[src/rtl/delay_buffer_ctrl.sv]
// -----------------------------------------------------------------------------
// delay_buffer_ctrl
// Sequencer for a RAM-backed variable-delay buffer. A stream of L samples, one
// per cycle, is written to a circular RAM and read back D cycles later. The RAM
// beside this block is 1R/1W, depth 2^ADDR_W, with a 1-cycle read latency.
//
// Ports
//   clk, rst        clock, asynchronous active-high reset
//   run             start pulse, honoured only while idle
//   cfg_delay       delay D in cycles (0 is clamped to 1)
//   cfg_length      number of samples L
//   busy            high from the cycle after an accepted run to the done cycle
//   wr_en, wr_addr  RAM write strobe / circular write address
//   rd_en, rd_addr  RAM read strobe / circular read address
//   out_valid       RAM read data valid (rd_en delayed one cycle)
//   done            one-cycle completion pulse, coincident with last out_valid
//   delay_clamped   sticky: a run was accepted with cfg_delay = 0
// -----------------------------------------------------------------------------
module delay_buffer_ctrl #(
  parameter int ADDR_W = 6,
  parameter int LEN_W  = 16
) (
  input  logic              clk,
  input  logic              rst,
  input  logic              run,
  input  logic [ADDR_W-1:0] cfg_delay,
  input  logic [LEN_W-1:0]  cfg_length,
  output logic              busy,
  output logic              wr_en,
  output logic [ADDR_W-1:0] wr_addr,
  output logic              rd_en,
  output logic [ADDR_W-1:0] rd_addr,
  output logic              out_valid,
  output logic              done,
  output logic              delay_clamped
);

  typedef enum logic [1:0] {S_IDLE, S_RUN, S_FLUSH} state_t;

  state_t            r_state,    w_state_nxt;
  logic [ADDR_W-1:0] r_delay,    w_delay_nxt;
  logic [LEN_W-1:0]  r_length,   w_length_nxt;
  logic [LEN_W-1:0]  r_wr_cnt,   w_wr_cnt_nxt;
  logic [LEN_W-1:0]  r_rd_cnt,   w_rd_cnt_nxt;
  logic [LEN_W-1:0]  r_cyc_cnt,  w_cyc_cnt_nxt;
  logic [ADDR_W-1:0] r_wr_addr,  w_wr_addr_nxt;
  logic [ADDR_W-1:0] r_rd_addr,  w_rd_addr_nxt;
  logic              r_wr_en,    w_wr_en_nxt;
  logic              r_rd_en,    w_rd_en_nxt;
  logic              r_clamped,  w_clamped_nxt;
  logic              r_busy;
  logic              r_done;
  logic              r_out_valid;

  // Next-state logic. Every output is a flop, so this block computes what the
  // strobes and pointers must be in the *next* cycle.
  always_comb begin
    // NOTE: every signal gets a default before the case so no path leaves one
    // unassigned, which would otherwise infer a latch.
    w_state_nxt   = r_state;
    w_delay_nxt   = r_delay;
    w_length_nxt  = r_length;
    w_wr_cnt_nxt  = r_wr_cnt;
    w_rd_cnt_nxt  = r_rd_cnt;
    w_cyc_cnt_nxt = r_cyc_cnt;
    w_wr_addr_nxt = r_wr_addr;
    w_rd_addr_nxt = r_rd_addr;
    w_clamped_nxt = r_clamped;
    w_wr_en_nxt   = 1'b0;
    w_rd_en_nxt   = 1'b0;

    case (r_state)
      S_IDLE: begin
        if (run) begin
          if (cfg_delay == '0) begin
            w_delay_nxt   = ADDR_W'(1);
            w_clamped_nxt = 1'b1;
          end else begin
            w_delay_nxt   = cfg_delay;
          end
          w_length_nxt  = cfg_length;
          w_wr_cnt_nxt  = '0;
          w_rd_cnt_nxt  = '0;
          w_cyc_cnt_nxt = '0;
          w_wr_addr_nxt = '0;
          w_rd_addr_nxt = '0;
          // Writes begin the very next cycle; an empty transfer only flushes.
          w_wr_en_nxt   = (cfg_length != '0);
          w_state_nxt   = (cfg_length == '0) ? S_FLUSH : S_RUN;
        end
      end

      S_RUN: begin
        // r_cyc_cnt is the number of RUN cycles already elapsed.
        w_cyc_cnt_nxt = r_cyc_cnt + LEN_W'(1);
        if (r_wr_en) begin
          w_wr_cnt_nxt  = r_wr_cnt + LEN_W'(1);
          w_wr_addr_nxt = r_wr_addr + ADDR_W'(1);
        end
        if (r_rd_en) begin
          w_rd_cnt_nxt  = r_rd_cnt + LEN_W'(1);
          w_rd_addr_nxt = r_rd_addr + ADDR_W'(1);
        end
        w_wr_en_nxt = (w_wr_cnt_nxt < r_length);
        // Reads form one contiguous burst: it starts exactly D cycles after the
        // first write and then continues until L reads are issued. The cycle
        // match happens long before r_cyc_cnt could wrap, and termination is
        // decided on rd_cnt alone.
        if (r_rd_en) begin
          w_rd_en_nxt = (w_rd_cnt_nxt < r_length);
        end else begin
          w_rd_en_nxt = (r_rd_cnt == '0) && (w_cyc_cnt_nxt == LEN_W'(r_delay));
        end
        if (r_rd_en && (w_rd_cnt_nxt == r_length)) begin
          w_state_nxt = S_FLUSH;
        end
      end

      S_FLUSH: w_state_nxt = S_IDLE;

      default: w_state_nxt = S_IDLE;
    endcase
  end

  always_ff @(posedge clk or posedge rst) begin
    if (rst) begin
      r_state     <= S_IDLE;
      r_delay     <= '0;
      r_length    <= '0;
      r_wr_cnt    <= '0;
      r_rd_cnt    <= '0;
      r_cyc_cnt   <= '0;
      r_wr_addr   <= '0;
      r_rd_addr   <= '0;
      r_wr_en     <= 1'b0;
      r_rd_en     <= 1'b0;
      r_clamped   <= 1'b0;
      r_busy      <= 1'b0;
      r_done      <= 1'b0;
      r_out_valid <= 1'b0;
    end else begin
      // NOTE: non-blocking assignments so every flop samples pre-edge values;
      // r_out_valid below relies on seeing the old r_rd_en.
      r_state     <= w_state_nxt;
      r_delay     <= w_delay_nxt;
      r_length    <= w_length_nxt;
      r_wr_cnt    <= w_wr_cnt_nxt;
      r_rd_cnt    <= w_rd_cnt_nxt;
      r_cyc_cnt   <= w_cyc_cnt_nxt;
      r_wr_addr   <= w_wr_addr_nxt;
      r_rd_addr   <= w_rd_addr_nxt;
      r_wr_en     <= w_wr_en_nxt;
      r_rd_en     <= w_rd_en_nxt;
      r_clamped   <= w_clamped_nxt;
      r_busy      <= (w_state_nxt != S_IDLE);
      // FLUSH lasts one cycle, so entering it is the completion pulse.
      r_done      <= (w_state_nxt == S_FLUSH);
      // Matches the RAM's one-cycle read latency.
      r_out_valid <= r_rd_en;
    end
  end

  assign busy          = r_busy;
  assign wr_en         = r_wr_en;
  assign wr_addr       = r_wr_addr;
  assign rd_en         = r_rd_en;
  assign rd_addr       = r_rd_addr;
  assign out_valid     = r_out_valid;
  assign done          = r_done;
  assign delay_clamped = r_clamped;

endmodule

[config.mk]
export PLATFORM = sky130hd
export DESIGN_NAME = delay_buffer_ctrl
export DESIGN_NICKNAME = d
export VERILOG_FILES = /design/src/rtl/delay_buffer_ctrl.sv
export SDC_FILE = /design/constraint.sdc
export NUM_CORES = 1
export LEC_CHECK = 0
export BUFFER_PORTS_ARGS = -buffer_cell sky130_fd_sc_hd__buf_4
export CAP_MARGIN = 0
export CORE_ASPECT_RATIO = 2
export CORE_MARGIN = 3
export CORE_UTILIZATION = 50
export DETAILED_ROUTE_END_ITERATION = 6
export GPL_ROUTABILITY_DRIVEN = 0
export PLACE_DENSITY = 0.75
export SLEW_MARGIN = 20
export SYNTH_ARGS = -nofsm -noshare
export SYNTH_HDL_FRONTEND = slang
export SYNTH_SLANG_ARGS = --single-unit
export TNS_END_PERCENT = 100
[constraint.sdc]
create_clock -name clk -period 4.61 [get_ports clk]
set_input_delay 0.2305 -clock clk [delete_from_list [all_inputs] [get_ports clk]]
set_output_delay 0.2305 -clock clk [all_outputs]
set_load 0.05 [all_outputs]
After elaboration in Yosys (flattened, before gate mapping). Index checks and enable logic that the tools add are counted.

Reduce and logical (&&, ||, !) cells: 14. Mux-type cells: 22. Equal/unequal tests: 7. Order comparisons: 2. $add $sub $neg: 5.

Operators with widths (number): $pmux W16 S2 (3); $mux W16 (5); $add A16 B1 Y16 const B (3); $logic_not A16 Y1 (2); $lt A16 B16 Y1 (2); $mux W6 (4); $pmux W6 S2 (2); $eq A16 B16 Y1 (1); $eq A16 B6 Y1 (1); $reduce_bool A16 Y1 (1); $add A6 B1 Y6 const B (2); $reduce_and A3 Y1 (3); $logic_not A6 Y1 (1); $mux W2 (3); $ne A2 B2 Y1 const B (3); $pmux W2 S2 (1); $reduce_and A2 Y1 (2); $reduce_bool A2 Y1 (2); $mux W1 (3); $eq A2 B1 Y1 const B (1); $eq A2 B2 Y1 const B (1); $logic_and A1 B1 Y1 (2); $logic_not A2 Y1 (1); $pmux W1 S2 (1).

Word-level logic and storage cells: 64. Input bits: 25. Bits in registers: 90. Output and inout bits: 18.

Depth between registers and ports, before layout. Gate-level depths: netlist (run 1).

Depth in word-level cells: 8. Depth in mapped cells: 14. Gate-level depth less buffers: 14.

Least setup slack after synthesis (run 1). OpenSTA, ideal clock, no wires.

Path type: register -> register. Start point: reg r_rd_en (netlist: rd_en). End point: reg r_state[0]. Setup slack: 1.632 ns. Required time: 4.473 ns. Stages on the path, launching flop included: 15. Arrival time: 2.841 ns. Period minus slack after synthesis: 2.978 ns. Cell sequence: dfrtp_1 -> buf_4 -> nand4_4 -> nor2_4 -> nand3_4 -> nor2_4 -> and3_1 -> xor2_1 -> ha_1 -> nand4_1 -> nor2_1 -> nand2_1 -> or3_1 -> nor2_1 -> o21ai_0.

Word-level cells in the longest chain between the ends: 6.

Ends and longest elaborated chain: start, declared (RTL line 49) `logic r_rd_en, w_rd_en_nxt;`; start signal, assigned (RTL line 153) `r_rd_en <= w_rd_en_nxt;`; $mux W16 (RTL line 100) `if (r_rd_en) begin`; $mux W16 (RTL line 72) `case (r_state)`; $eq A16 B16 Y1 (RTL line 114) `if (r_rd_en && (w_rd_cnt_nxt == r_length)) begin`; $logic_and A1 B1 Y1 (*) (RTL line 114); $mux W2 (*) (RTL line 114); $pmux W2 S2 (*) (RTL line 72); named net w_state_nxt[0] (RTL line 40) `state_t r_state, w_state_nxt;`; end signal, assigned (RTL line 144) `r_state <= w_state_nxt;`; end, declared (RTL line 40).

Mark *: on every way through the listed nets, which the timed path passes. The rest lies on a longest branch. The select of a mux whose other input is x is not followed. A chain may end at the register's enable or synchronous reset.

Worst setup path after layout (run 1).
Start point: reg r_rd_en (netlist: rd_en). End point: reg r_rd_en (netlist: rd_en).

Word-level cells in the longest chain between the ends: 5.

Ends and longest elaborated chain: $mux W16 (RTL line 100); $mux W16 (RTL line 72); $lt A16 B16 Y1 (RTL line 110) `w_rd_en_nxt = (w_rd_cnt_nxt < r_length);`; $mux W1 (*) (RTL line 109) `if (r_rd_en) begin`; $mux W1 (*) (RTL line 72); named net w_rd_en_nxt (RTL line 49).

Marks and branches as above.

==> flow_summary.json, run 1 <==
{
  "setup_viol": 0,
  "antenna_found_initial": 0,
  "hpwl_um": 9410,
  "ctsResizeCount": 0,
  "clk_pin_slew_worst_paths_ps": 70,
  "routedWlPerCell_um": 16.9,
  "ant_nets": 0,
  "post_cts_buffers": 0,
  "peakVddDrop_mv": 0.301,
  "cp_max_fo": 13,
  "grt_pass1_wl_um": 21600,
  "nets": 684,
  "cts_buffer_depth": 2,
  "io_pins": 43,
  "ctsHoldBuffers": 0,
  "fp.coreArea_mm2": 0.0106,
  "tightest_slew_ps": 787,
  "initial_core_util_pct": 51.6,
  "syn_area_mm2": 0.00548,
  "nFillCells": 911,
  "slew_violations": 0,
  "leakagePower_nw": 2.82,
  "antenna_cells": 0,
  "ys_warn_count": 0,
  "fin_skew_ps": 5.16,
  "fmax_mhz": 324,
  "fin_crit_ps": 3090,
  "syn_avg_cell_area_um2": 9.18,
  "seq_area_frac_synth_pct": 41.1,
  "synthArstFlopShare_pct": 100,
  "vias": 4432,
  "drive_above_1_share_pct": 14.7,
  "grt.overflow.total": 0,
  "die_h_um": 154,
  "max-cap-violations": 0,
  "htree_levels": 3,
  "critPathCaptureType": "register",
  "status": "finished, final reports clean",
  "path_class": "register to register",
  "grt_pass1_vias": 4609,
  "synth_edf_count": 0,
  "clock-sinks": 90,
  "cp.arrival_ps": 3280,
  "dr.pass1.iters": 5,
  "cts_tree": "built",
  "drc_errors": 0,
  "synth_cell_types": 54,
  "utilization_pct": 57.9,
  "via_per_inst": 5.80,
  "grt_max_degree": 48,
  "die_area_mm2": 0.0123,
  "postSynthCellCount": 597,
  "layoutNonFillerInstCount": 764,
  "syn2layout_area_growth_pct": 12.1,
  "worstSkewPairLatency_ps": 350,
  "ys.flop_type": "dfrtp_1",
  "maxSlewHeadroom_pct": 47.5,
  "hold_viol": 0,
  "place_inst": 748,
  "io_buffer_count": 42,
  "clockRootBuffer": "clkbuf_16",
  "required_ps": 4800,
  "period_share_pct": 67.0,
  "cts_made_buffers": 9,
  "synth-seq-cells": 90,
  "final_cell_mix": "dfrtp_1, nand2_1, o21ai_0",
  "wl_um": 12900,
  "power-per-cell-area_mw_per_mm2": 472,
  "grt_usage_pct": 22.2,
  "final_common_cell": "dfrtp_1",
  "rsz0062_at_grt": "false",
  "hp-class": "input pin to asynchronous set/reset pin",
  "fp.dieW_um": 80.0,
  "rows": 53,
  "synth_nets": 659,
  "hold_ws_ps": 0.623,
  "cp-start-kind": "register",
  "seq_area_mm2": 0.00225,
  "first_iter_violations": 294,
  "fin_tns_setup_ps": 0,
  "multi_input_area_mm2": 0.00298
}
[logic make-up (layout without fill, tap and decap cells)]
kind of cell	Yosys count	count (layout)	share of synthesized area, %
simple gates	208	208	20.2
compound gates	144	144	16.3
flops	90	90	41.1
buf+inv	62	92	4.75
xor+xnor	50	50	7.99
fa+ha+maj	37	37	8.45
mux	6	6	1.23
[registers in the layout (all words and copies together), names as in the netlist, 2 cells and up]
| register | flops |
|---|---|
| wr_addr | 6 |
| r_cyc_cnt | 16 |
| r_state | 2 |
| r_length | 16 |
| rd_addr | 6 |
| r_rd_cnt | 16 |
| r_wr_cnt | 16 |
| r_delay | 6 |
[worst max-delay path, cell delays in order (launching register included)]
cell and delay [ps]:
dfrtp_1 610, and4_4 300, nand2_2 70, nor2_4 180, and3_4 230, and3_4 200
xor2_1 150, ha_1 260, nand4_1 120, nor2_1 70, a2111oi_0 380, o221ai_1 210
o41ai_1 140
[area by class of cell]
type                       instances  share of cell area (%)
inverter                          29                    1.79
tap                              137                    2.79
clock buffer                       9                    3.67
clock inverter                     7                   0.896
sequential                        90                    36.7
timing repair buffer              47                    5.74
multi-input combinational        445                    48.4
[worst paths after layout]
check / from / to / slack [ps] / cells after the start
max in group asynchronous: rst / r_rd_cnt[11] / 3510 / 3
min in group clk: cfg_length[10] / r_length[10] / 100 / 3
min: rst / r_length[8] / 0.6 / 2
max: rd_en / rd_en / 1520 / 12
max reg2reg: rd_en / rd_en / 1520 / 12
min reg2reg: delay_clamped / delay_clamped / 490 / 1
[power breakdown]
part / switching (mW) / leakage [nW] / internal [mW]
clock network: 0.326 / 0.132 / 0.369
registers: 0.188 / 1.18 / 0.959
logic: 0.637 / 1.52 / 0.422
total: 1.15 / 2.82 / 1.75
[synth_stat cells (2+ instances only)]
master / number / share of area (%)
dfrtp_1: 90 / 41
nand2_1: 88 / 6.0
o21ai_0: 68 / 6.2
ha_1: 37 / 8.4
nor2_1: 36 / 2.5
inv_1: 29 / 2.0
xnor2_1: 28 / 4.5
xor2_1: 22 / 3.5
nand3_1: 20 / 1.8
a22o_1: 17 / 2.7
clkbuf_1: 17 / 1.2
a21oi_1: 15 / 1.4
nand4_1: 15 / 1.7
o31ai_1: 13 / 1.8
a31oi_1: 7 / 0.80
and3_1: 7 / 0.80
nor4_1: 7 / 0.80
mux2_2: 6 / 1.2
a21o_1: 5 / 0.69
buf_2: 5 / 0.46
buf_4: 5 / 0.69
buf_1: 4 / 0.27
nor2_4: 4 / 0.82
nor2b_1: 4 / 0.46
nor3_1: 4 / 0.37
and3_4: 3 / 0.62
o22ai_1: 3 / 0.34
o41ai_1: 3 / 0.48
or3_1: 3 / 0.34
clkbuf_2: 2 / 0.18
nand4_2: 2 / 0.46
nand4_4: 2 / 0.78
nor3_2: 2 / 0.37
nor4_4: 2 / 0.78
o21a_1: 2 / 0.27
o21ai_1: 2 / 0.18
[per-stage QoR]
stage	area, um2	power, mW	setup slack [ps]
after floorplan	5480	1.92	1630
after global placement	5860	2.16	1680
after detailed placement	5860	2.22	1570
after CTS	6140	2.92	1540
after global routing	6140	3.08	1310
final	6140	2.90	1520
[routing by layer]
layer	vias up	track usage, %	wire [um]
met2	75	39.3	7090
met1	2159	24.2	4770
met4	0	13.9	667
met5	-	0	0
met3	38	2.87	356
li1	2160	-	-
Note: power is estimated with default switching activity, not from simulation.
==> inputs of run 2 (changes only) <==
ABC_AREA = 1   (was unset)
PLACE_DENSITY = 0.78   (was 0.75)
clock period = 2.55 ns   (was 4.61 ns; I/O delays follow)
==> flow_summary.json, run 2 <==
{
  "grt_pass1_vias": 5268,
  "rows": 53,
  "io_pins": 43,
  "grt_pass1_wl_um": 23900,
  "path_class": "register to register",
  "die_area_mm2": 0.0123,
  "syn_avg_cell_area_um2": 7.65,
  "power-per-cell-area_mw_per_mm2": 1110,
  "post-place-ws_ps": 118,
  "required_ps": 2770,
  "die_h_um": 154,
  "antenna_cells": 0,
  "critPathCaptureType": "register",
  "synth_compound_area_share_pct": 10.9,
  "fmax_mhz": 402,
  "initial_core_util_pct": 51.7,
  "critPathMaxStageDelay_ps": 430,
  "period_share_pct": 97.5,
  "cp.arrival_ps": 2710,
  "clockRootBuffer": "clkbuf_16",
  "cts_made_buffers": 9,
  "max-cap-violations": 0,
  "fin_skew_ps": 9.20,
  "synthAdderAreaFrac_pct": 8.43,
  "synth_area_leaders": "dfrtp_1, nand2_1, ha_1",
  "path_cells": "ha_2 -> nand3_2 -> nor2_4 -> nand2_2 -> nor2_4 -> nand2_1 -> xor2_2 -> inv_1 -> ha_1 -> nand4_1 -> nor3_2 -> nand2_1 -> nand2_2 -> nand2_1",
  "synthArstFlopShare_pct": 100,
  "nets": 839,
  "cp_num_buf_inv": 1,
  "ys_warn_count": 0,
  "synthXorXnorAreaFrac_pct": 4.12,
  "htree_levels": 3,
  "clock-sinks": 90,
  "tightest_slew_ps": 801,
  "critical-path-top-delay-family": "simple AND/OR/NAND/NOR gates",
  "routedWlPerCell_um": 15.3,
  "violations": "hold timing",
  "peakVddDrop_mv": 0.844,
  "synthMuxAreaShare_pct": 0,
  "netlist_top_cells_count": "nand2_1, inv_1, dfrtp_1",
  "drc_errors": 0,
  "cp.depth": 14,
  "yosys.area_share.simple_pct": 27.4,
  "hp-class": "input pin to register",
  "cts_buffer_depth": 2,
  "synth_edf_count": 0,
  "setup_slack_ps": 62.6,
  "grt_max_degree": 48,
  "fp.dieW_um": 80.1,
  "cp-start-kind": "register",
  "hpwl_um": 10200,
  "synth_nets": 780,
  "ys.flop_type": "dfrtp_1",
  "via_per_inst": 5.55,
  "status": "complete, but fails checks",
  "hold_viol": 1,
  "cts_tree": "built",
  "fin_tns_setup_ps": 0,
  "placed_area_mm2": 0.00598,
  "hold_ws_ps": -0.333,
  "hold_depth": 3,
  "cp_common_cell": "nand2_1",
  "design_area_mm2": 0.00647,
  "syn2layout_area_growth_pct": 17.8,
  "setup_viol": 0,
  "synth.most_common_cell": "nand2_1",
  "final_common_cell": "nand2_1",
  "maxSlewHeadroom_pct": 46.6,
  "yosysTopAreaCellShare_pct": 41.0,
  "antenna_found_initial": 0,
  "fp.coreArea_mm2": 0.0106,
  "synth-seq-cells": 90,
  "drive_above_1_share_pct": 15.7,
  "grt_usage_pct": 24.2,
  "final_cell_mix": "nand2_1, inv_1, dfrtp_1",
  "io_buffer_count": 42,
  "fin_crit_ps": 2490,
  "seq_area_frac_synth_pct": 41.0,
  "synth_top_family_by_area": "simple AND/OR/NAND/NOR gates",
  "leakagePower_nw": 3.21,
  "wl_um": 14100,
  "slowest_stage": "dfrtp_1",
  "clk_pin_slew_worst_paths_ps": 70,
  "ant_nets": 0,
  "dr.pass1.iters": 5,
  "synth_top_cell_by_area": "dfrtp_1",
  "slew_violations": 0,
  "first_iter_violations": 367,
  "vias": 5096,
  "worstSkewPairLatency_ps": 340,
  "reg2reg_depth": 14,
  "synth_cell_types": 36,
  "cp_max_fo": 4,
  "grt.overflow.total": 0,
  "syn_area_mm2": 0.00549,
  "postSynthCellCount": 718
}
run 2: changes by cell type after synthesis, sizes merged, moves of 12 or more:
cell / delta
o22ai: +16
o31ai: -12
nor2: +24
a22o: -16
inv: +68
clkbuf: -14
nand2: +125
nand3: +15
xnor2: -27
run 2: routing by layer:
layer	wire length [um]	global-route usage, %	vias to the layer above
met5	0	0	-
met1	5350	27.7	2437
met4	587	13.9	0
met2	7530	41.5	167
li1	-	-	2444
met3	624	3.85	48
run 2: what timing repair did:
action | in CTS | in global routing
endpoints found under the setup margin | 0 | 5
buffers inserted | 0 | 9
hold endpoints to repair | 45 | 0
gates resized for setup | 0 | 22
hold buffers | 3 | 0
run 2: logic make-up after synthesis:
kind of cell / after synthesis
compound gates: 109
xor+xnor: 25
fa+ha+maj: 37
buf+inv: 113
flops: 90
simple gates: 344
run 2: final cells by class:
| class | instances | area [um2] |
|---|---|---|
| Clock buffer | 11 | 253 |
| Timing Repair Buffer | 64 | 500 |
| Clock inverter | 5 | 52.6 |
| Multi-Input combinational cell | 515 | 2870 |
| Tap cell | 137 | 171 |
| Fill cell | 933 | 4140 |
| Inverter | 97 | 365 |
| Sequential cell | 90 | 2260 |
run 2: tightest hold or removal path, stage by stage:
cell and delay, ps:
buf_4 80, nand2_1 40, o21ai_0 60
run 2: path summary, 6_finish.rpt:
kind / from / to / slack (ps)
setup / recovery: r_wr_cnt[0] / wr_en / 60
max in group asynchronous: rst / r_rd_cnt[4] / 1360
hold / removal: cfg_length[1] / r_length[1] / -0.3
min in group asynchronous: rst / r_length[10] / 460
setup reg to reg: r_wr_cnt[0] / wr_en / 60
hold reg to reg: delay_clamped / delay_clamped / 470
run 2: per-stage QoR:
step / total power, mW / cells / utilization, % / hold slack [ps]
floorplan: 4.69 / 718 / - / 237
global placement: 5.37 / 891 / 56.4 / 298
detailed placement: 5.56 / 891 / 56.4 / 296
CTS: 6.98 / 910 / 59.6 / 2.90
global route: 7.73 / 919 / 61.0 / 12.3
finish: 7.17 / 919 / 61.0 / -0.333
run 2: power breakdown:
group	switching, mW	internal, mW	total (mW)	leakage, nW
logic	2.10	1.19	3.29	1.91
clock network	0.560	0.808	1.37	0.151
registers	0.547	1.97	2.51	1.15
